===== src/rtl/nibble_serial_adder_pkg.sv =====
// Shared types and helpers for the nibble-serial adder.
package nibble_serial_adder_pkg;

  localparam int unsigned NIBBLE_W = 4;

  typedef enum logic [1:0] {
    StIdle = 2'b00,
    StAdd  = 2'b01,
    StDone = 2'b10
  } state_e;

  // Nibble index width; a single-nibble adder still needs a 1-bit index.
  function automatic int unsigned idx_width(int unsigned nibbles);
    return (nibbles > 1) ? $clog2(nibbles) : 1;
  endfunction

endpackage


===== src/rtl/bit_ripple_carry_adder.sv =====
// Combinational 4-bit ripple-carry adder used as the nibble datapath.
module bit_ripple_carry_adder
  import nibble_serial_adder_pkg::*;
(
  input  logic [NIBBLE_W-1:0] a,
  input  logic [NIBBLE_W-1:0] b,
  input  logic                cin,
  output logic [NIBBLE_W-1:0] sum,
  output logic                cout
);

  logic [NIBBLE_W:0] c;

  always_comb begin
    c    = '0;
    sum  = '0;
    c[0] = cin;
    for (int i = 0; i < NIBBLE_W; i++) begin
      sum[i]   = a[i] ^ b[i] ^ c[i];
      c[i+1]   = (a[i] & b[i]) | (c[i] & (a[i] ^ b[i]));
    end
    cout = c[NIBBLE_W];
  end

endmodule


===== src/rtl/nibble_serial_adder.sv =====
// WIDTH-bit adder that reuses one 4-bit ripple adder over NIBBLES cycles, LSB nibble first,
// with valid/ready handshakes on both sides.
module nibble_serial_adder
  import nibble_serial_adder_pkg::*;
#(
  parameter int unsigned WIDTH = 16
) (
  input  logic             clk,
  input  logic             rst,
  input  logic             in_valid,
  output logic             in_ready,
  input  logic [WIDTH-1:0] a,
  input  logic [WIDTH-1:0] b,
  input  logic             cin,
  output logic             out_valid,
  input  logic             out_ready,
  output logic [WIDTH-1:0] sum,
  output logic             cout,
  output logic             zero,
  output logic             busy
);

  localparam int unsigned NIBBLES = WIDTH / NIBBLE_W;
  localparam int unsigned IdxW    = idx_width(NIBBLES);
  localparam logic [IdxW-1:0] LastIdx = IdxW'(NIBBLES - 1);

  if ((WIDTH % NIBBLE_W) != 0 || WIDTH < NIBBLE_W) begin : g_bad_width
    $error("nibble_serial_adder: WIDTH must be a multiple of 4 and at least 4");
  end

  state_e            state_q, state_d;
  logic [WIDTH-1:0]  a_q, a_d, b_q, b_d;
  logic [WIDTH-1:0]  sum_q, sum_d, sum_shift;
  logic [IdxW-1:0]   idx_q, idx_d;
  logic              carry_q, carry_d;
  logic              cout_q, cout_d;
  logic              zero_q, zero_d;
  logic [NIBBLE_W-1:0] nib_sum;
  logic                nib_cout;

  bit_ripple_carry_adder u_rca (
    .a    (a_q[NIBBLE_W-1:0]),
    .b    (b_q[NIBBLE_W-1:0]),
    .cin  (carry_q),
    .sum  (nib_sum),
    .cout (nib_cout)
  );

  // Each nibble result enters at the MSB end, so after NIBBLES shifts it sits in place.
  if (WIDTH == NIBBLE_W) begin : g_single
    assign sum_shift = nib_sum;
  end else begin : g_multi
    assign sum_shift = {nib_sum, sum_q[WIDTH-1:NIBBLE_W]};
  end

  always_comb begin
    state_d = state_q;
    a_d     = a_q;
    b_d     = b_q;
    sum_d   = sum_q;
    idx_d   = idx_q;
    carry_d = carry_q;
    cout_d  = cout_q;
    zero_d  = zero_q;
    case (state_q)
      StIdle: begin
        if (in_valid) begin
          a_d     = a;
          b_d     = b;
          carry_d = cin;
          idx_d   = '0;
          state_d = StAdd;
        end
      end
      StAdd: begin
        a_d     = a_q >> NIBBLE_W;
        b_d     = b_q >> NIBBLE_W;
        carry_d = nib_cout;
        sum_d   = sum_shift;
        idx_d   = idx_q + 1'b1;
        if (idx_q == LastIdx) begin
          idx_d   = '0;
          cout_d  = nib_cout;
          zero_d  = (sum_shift == '0);
          state_d = StDone;
        end
      end
      StDone: begin
        if (out_ready) state_d = StIdle;
      end
      default: state_d = StIdle;
    endcase
  end

  always_ff @(posedge clk or posedge rst) begin
    if (rst) begin
      state_q <= StIdle;
      a_q     <= '0;
      b_q     <= '0;
      sum_q   <= '0;
      idx_q   <= '0;
      carry_q <= 1'b0;
      cout_q  <= 1'b0;
      zero_q  <= 1'b0;
    end else begin
      state_q <= state_d;
      a_q     <= a_d;
      b_q     <= b_d;
      sum_q   <= sum_d;
      idx_q   <= idx_d;
      carry_q <= carry_d;
      cout_q  <= cout_d;
      zero_q  <= zero_d;
    end
  end

  assign in_ready  = (state_q == StIdle);
  assign out_valid = (state_q == StDone);
  assign busy      = (state_q != StIdle);
  assign sum       = sum_q;
  assign cout      = cout_q;
  assign zero      = zero_q;

endmodule


===== config.mk =====
export PLATFORM = sky130hd
export DESIGN_NAME = nibble_serial_adder
export DESIGN_NICKNAME = d
export VERILOG_FILES = /design/src/rtl/nibble_serial_adder_pkg.sv /design/src/rtl/bit_ripple_carry_adder.sv /design/src/rtl/nibble_serial_adder.sv
export SDC_FILE = /design/constraint.sdc
export NUM_CORES = 1
export LEC_CHECK = 0
export BUFFER_PORTS_ARGS = -buffer_cell sky130_fd_sc_hd__buf_4
export CORE_MARGIN = 5
export CORE_UTILIZATION = 58
export CTS_CLUSTER_DIAMETER = 60
export DETAILED_ROUTE_END_ITERATION = 10
export GPL_ROUTABILITY_DRIVEN = 0
export GPL_TIMING_DRIVEN = 0
export PLACE_DENSITY = 0.91
export SYNTH_ARGS = -nofsm -noshare
export SYNTH_HDL_FRONTEND = slang
export SYNTH_SLANG_ARGS = --single-unit
export TNS_END_PERCENT = 5

===== constraint.sdc =====
create_clock -name clk -period 7.4 [get_ports clk]
set_clock_uncertainty 0.1 [all_clocks]
set_input_delay 1.85 -clock clk [delete_from_list [all_inputs] [get_ports clk]]
set_output_delay 1.85 -clock clk [all_outputs]
set_load 0.005 [all_outputs]

==> flow_results.xml <==
<?xml version="1.0" encoding="UTF-8"?>
<metrics>
  <group name="outcome">
    <metric name="run_status" unit="">finished clean</metric>
  </group>
  <group name="clock_network">
    <metric name="clock_insertion_delay_at_the_later_pin_of_the_skew_report" unit="ps">300</metric>
    <metric name="htree_levels" unit="">2</metric>
    <metric name="postCtsSetupBuffers" unit="">0</metric>
    <metric name="cts_tree" unit="">built</metric>
    <metric name="clock_input_transition_at_the_sequential_cells_of_the_worst_setup_and_hold_paths" unit="ps">90</metric>
    <metric name="postCtsResizedCells" unit="">0</metric>
    <metric name="clock_tree.buffer_depth" unit="">2</metric>
    <metric name="total_cts_buffers" unit="">5</metric>
    <metric name="cts.hold.buffers_added" unit="">0</metric>
    <metric name="clock_tree.root_cell" unit="">sky130_fd_sc_hd__clkbuf_8</metric>
    <metric name="clkSinkCount" unit="">55</metric>
  </group>
  <group name="placement">
    <metric name="post-dp-hpwl" unit="microns">4440</metric>
    <metric name="post_dp_cell_area" unit="sq um">3140</metric>
    <metric name="placed_cells" unit="">349</metric>
    <metric name="place_worst_setup_slack" unit="ps">4280</metric>
    <metric name="port-buffer-count" unit="">57</metric>
  </group>
  <group name="sta">
    <metric name="final.setup.worst_slack" unit="ps">3940</metric>
    <metric name="setup_repair_after_global_routing_missed_its_margin" unit="">no</metric>
    <metric name="total_negative_setup_slacks" unit="ps">0</metric>
    <metric name="tightest_slew" unit="ps">495</metric>
    <metric name="max_freq" unit="MHz">289</metric>
    <metric name="maxSlewHeadroom" unit="%">67.0</metric>
    <metric name="hold_viol" unit="">0</metric>
    <metric name="fin_worst_hold_slack" unit="ps">389</metric>
    <metric name="final-max-slew-violation-count" unit="">0</metric>
    <metric name="min_period_over_period" unit="%">46.7</metric>
    <metric name="final-setup-viol-count" unit="">0</metric>
    <metric name="finalCriticalPeriod" unit="ps">3460</metric>
  </group>
  <group name="global_routing">
    <metric name="grt_pass1_wl" unit="microns">10000</metric>
    <metric name="initial_antenna_violation_count" unit="">0</metric>
    <metric name="globalRouteOverflowTotal" unit="">0</metric>
    <metric name="grt_use_total" unit="%">20.8</metric>
    <metric name="grt_max_degree" unit="">34</metric>
    <metric name="first_global_vias" unit="">2107</metric>
  </group>
  <group name="die">
    <metric name="die_y" unit="microns">77.3</metric>
    <metric name="die_area" unit="sq um">5980</metric>
    <metric name="floorplan.initialDensity" unit="%">59.9</metric>
    <metric name="die_w" unit="microns">77.3</metric>
    <metric name="rows" unit="">24</metric>
    <metric name="core" unit="sq um">4380</metric>
    <metric name="ios" unit="">58</metric>
  </group>
  <group name="synthesis">
    <metric name="postSynthAreaPerCell" unit="sq um">11.0</metric>
    <metric name="syn-num-nets" unit="">281</metric>
    <metric name="edff_count_synth" unit="">0</metric>
    <metric name="synth-seq-cells" unit="">55</metric>
    <metric name="syn_inst" unit="">239</metric>
    <metric name="mapped_cell_area" unit="sq um">2630</metric>
    <metric name="number_of_unique_standard_cell_types_used_by_synthesis" unit="">32</metric>
    <metric name="synth_ff_type" unit="">sky130_fd_sc_hd__dfrtp_1</metric>
    <metric name="yosys_warnings" unit="">0</metric>
    <metric name="synth-seq-area-share" unit="%">52.4</metric>
    <metric name="postSynth.asyncResetShare" unit="%">100</metric>
  </group>
  <group name="critical_path">
    <metric name="criticalPathCategory" unit="">reg2out</metric>
    <metric name="critical_path.reg2reg.endpoint" unit="">zero</metric>
    <metric name="r2r-start" unit="">a_q[0]</metric>
    <metric name="r2r_setup_slack" unit="ps">4740</metric>
    <metric name="timing.critical_path.required" unit="ps">5450</metric>
    <metric name="critPathArrivalTime" unit="ps">1510</metric>
    <metric name="ff2ff_path_depth" unit="">10</metric>
    <metric name="timing.critical_path.to_type" unit="">output port</metric>
    <metric name="critPathMaxFanout" unit="">10</metric>
    <metric name="timing.critical_path.from_type" unit="">flop</metric>
  </group>
  <group name="routing">
    <metric name="initialDrtViolationCount" unit="">116</metric>
    <metric name="routed_wl" unit="microns">5870</metric>
    <metric name="drt_first_pass_iters" unit="">4</metric>
    <metric name="avgRoutedWirePerCell" unit="microns">16.5</metric>
    <metric name="number_of_routed_nets_with_antenna_violations" unit="">0</metric>
    <metric name="routed_via_density" unit="">5.66</metric>
    <metric name="num_vias" unit="">2010</metric>
    <metric name="remaining_drc_errors" unit="">0</metric>
  </group>
  <group name="layout">
    <metric name="layout.cells.most_common" unit="">sky130_fd_sc_hd__buf_4</metric>
    <metric name="diodes" unit="">0</metric>
    <metric name="fill_cells" unit="">318</metric>
    <metric name="fraction_of_final_layout_cells_with_drive_strength_greater_than_1" unit="%">31.0</metric>
    <metric name="mostFrequentLayoutCells" unit="">64 x sky130_fd_sc_hd__buf_4, 55 x sky130_fd_sc_hd__dfrtp_1, 28 x sky130_fd_sc_hd__a21oi_1</metric>
    <metric name="final-instance-count-excl-fill" unit="">355</metric>
    <metric name="layout.nets" unit="">346</metric>
    <metric name="syn_to_final_growth" unit="%">22.3</metric>
    <metric name="final_cell_area" unit="sq um">3210</metric>
  </group>
  <group name="worst_hold_path">
    <metric name="timing.hold.worst_endpoint" unit="">a_q[5]</metric>
    <metric name="whs_path_depth" unit="">2</metric>
    <metric name="worst_hold_startpoint" unit="">a_q[5]</metric>
    <metric name="worst_hold_path_type" unit="">reg2reg</metric>
  </group>
  <group name="power_and_ir_drop">
    <metric name="power.static_leakage" unit="nW">1.63</metric>
    <metric name="power_density" unit="nW/um^2">398</metric>
    <metric name="peakVddDrop" unit="V">0.000196</metric>
  </group>
  <group name="run">
    <metric name="timing.max_cap.violations" unit="">0</metric>
  </group>
</metrics>
[state kept, by name, summed over array words and instances, names as in the netlist]
register,cells
cout,1
sum,16
state_q,2
a_q,16
carry_q,1
zero,1
idx_q,2
b_q,16
[synthesized netlist by cell type (3+ instances only)]
| cell | number | area, sq um |
|---|---|---|
| sky130_fd_sc_hd__inv_1 | 11 | 41.3 |
| sky130_fd_sc_hd__o21ai_0 | 21 | 105 |
| sky130_fd_sc_hd__nand2_1 | 24 | 90.1 |
| sky130_fd_sc_hd__a22o_1 | 8 | 70.1 |
| sky130_fd_sc_hd__mux2_4 | 5 | 75.1 |
| sky130_fd_sc_hd__nor2b_1 | 3 | 18.8 |
| sky130_fd_sc_hd__buf_4 | 7 | 52.6 |
| sky130_fd_sc_hd__mux2_2 | 9 | 101 |
| sky130_fd_sc_hd__a21oi_1 | 28 | 140 |
| sky130_fd_sc_hd__nor4_1 | 3 | 18.8 |
| sky130_fd_sc_hd__dfrtp_1 | 55 | 1380 |
| sky130_fd_sc_hd__o21ai_1 | 4 | 20.0 |
| sky130_fd_sc_hd__clkbuf_1 | 5 | 18.8 |
| sky130_fd_sc_hd__fa_1 | 4 | 80.1 |
| sky130_fd_sc_hd__nor2_1 | 3 | 11.3 |
| sky130_fd_sc_hd__and3b_1 | 24 | 210 |
| sky130_fd_sc_hd__buf_6 | 4 | 45.0 |
| sky130_fd_sc_hd__o22ai_1 | 4 | 25.0 |
[cell type report]
cell class	instances	area, sq um	share of cell area (%)
buffer	18	126	3.93
clock buffer	6	72.6	2.26
tap	52	65.1	2.02
inverter	13	48.8	1.52
multi-input combinational	153	1080	33.5
sequential	55	1380	42.8
timing repair buffer	58	448	13.9
[critical path, stage by stage (launching register included)]
cell and delay, ps:
sky130_fd_sc_hd__dfrtp_1 420, sky130_fd_sc_hd__buf_4 180, sky130_fd_sc_hd__buf_4 180, sky130_fd_sc_hd__or2b_1 260, sky130_fd_sc_hd__inv_1 60, sky130_fd_sc_hd__buf_4 100
[where the power goes]
part / internal [mW] / total [mW] / switching [mW]
registers: 0.430 / 0.520 / 0.0905
logic: 0.326 / 0.607 / 0.280
clock network: 0.0634 / 0.153 / 0.0899
total: 0.820 / 1.28 / 0.461
[layer usage]
layer | GRT usage (%) | vias to the layer above | share of wire (%)
met4 | 6.01 | 0 | 1.1
met3 | 5.74 | 8 | 7.2
li1 | - | 959 | -
met5 | 0 | - | 0
met2 | 33.9 | 80 | 48
met1 | 27.1 | 963 | 43
[stage by stage]
| stage | power [mW] | utilization [%] |
|---|---|---|
| after floorplan | 0.917 | - |
| after global placement | 1.10 | 71.2 |
| after detailed placement | 1.14 | 71.6 |
| after CTS | 1.29 | 73.3 |
| after global routing | 1.38 | 73.3 |
| final | 1.28 | 73.3 |
[how the worst max path moves through the flow]
stage          startpoint        end  slack [ps]  cells past startpoint
2_1_floorplan         rst     a_q[0]        4110                      1
3_3_place_gp          rst    b_q[11]        3490                      2
4_1_cts        state_q[0]  out_valid        3940                      5
5_1_grt        state_q[0]  out_valid        3900                      5
6_report       state_q[0]  out_valid        3940                      5
3_5_place_dp   state_q[0]  out_valid        4280                      5
[cells by family (layout without fill, tap and decap cells)]
group           after synthesis  count (layout)  share of synthesized area (%)
fa+ha+maj                     5               5                           3.52
compound gates               67              67                           14.3
flops                        55              55                           52.4
buf+inv                      31              95                           6.67
simple gates                 65              65                           15.6
mux                          16              16                           7.48
Power figures use the tool's default switching activity.
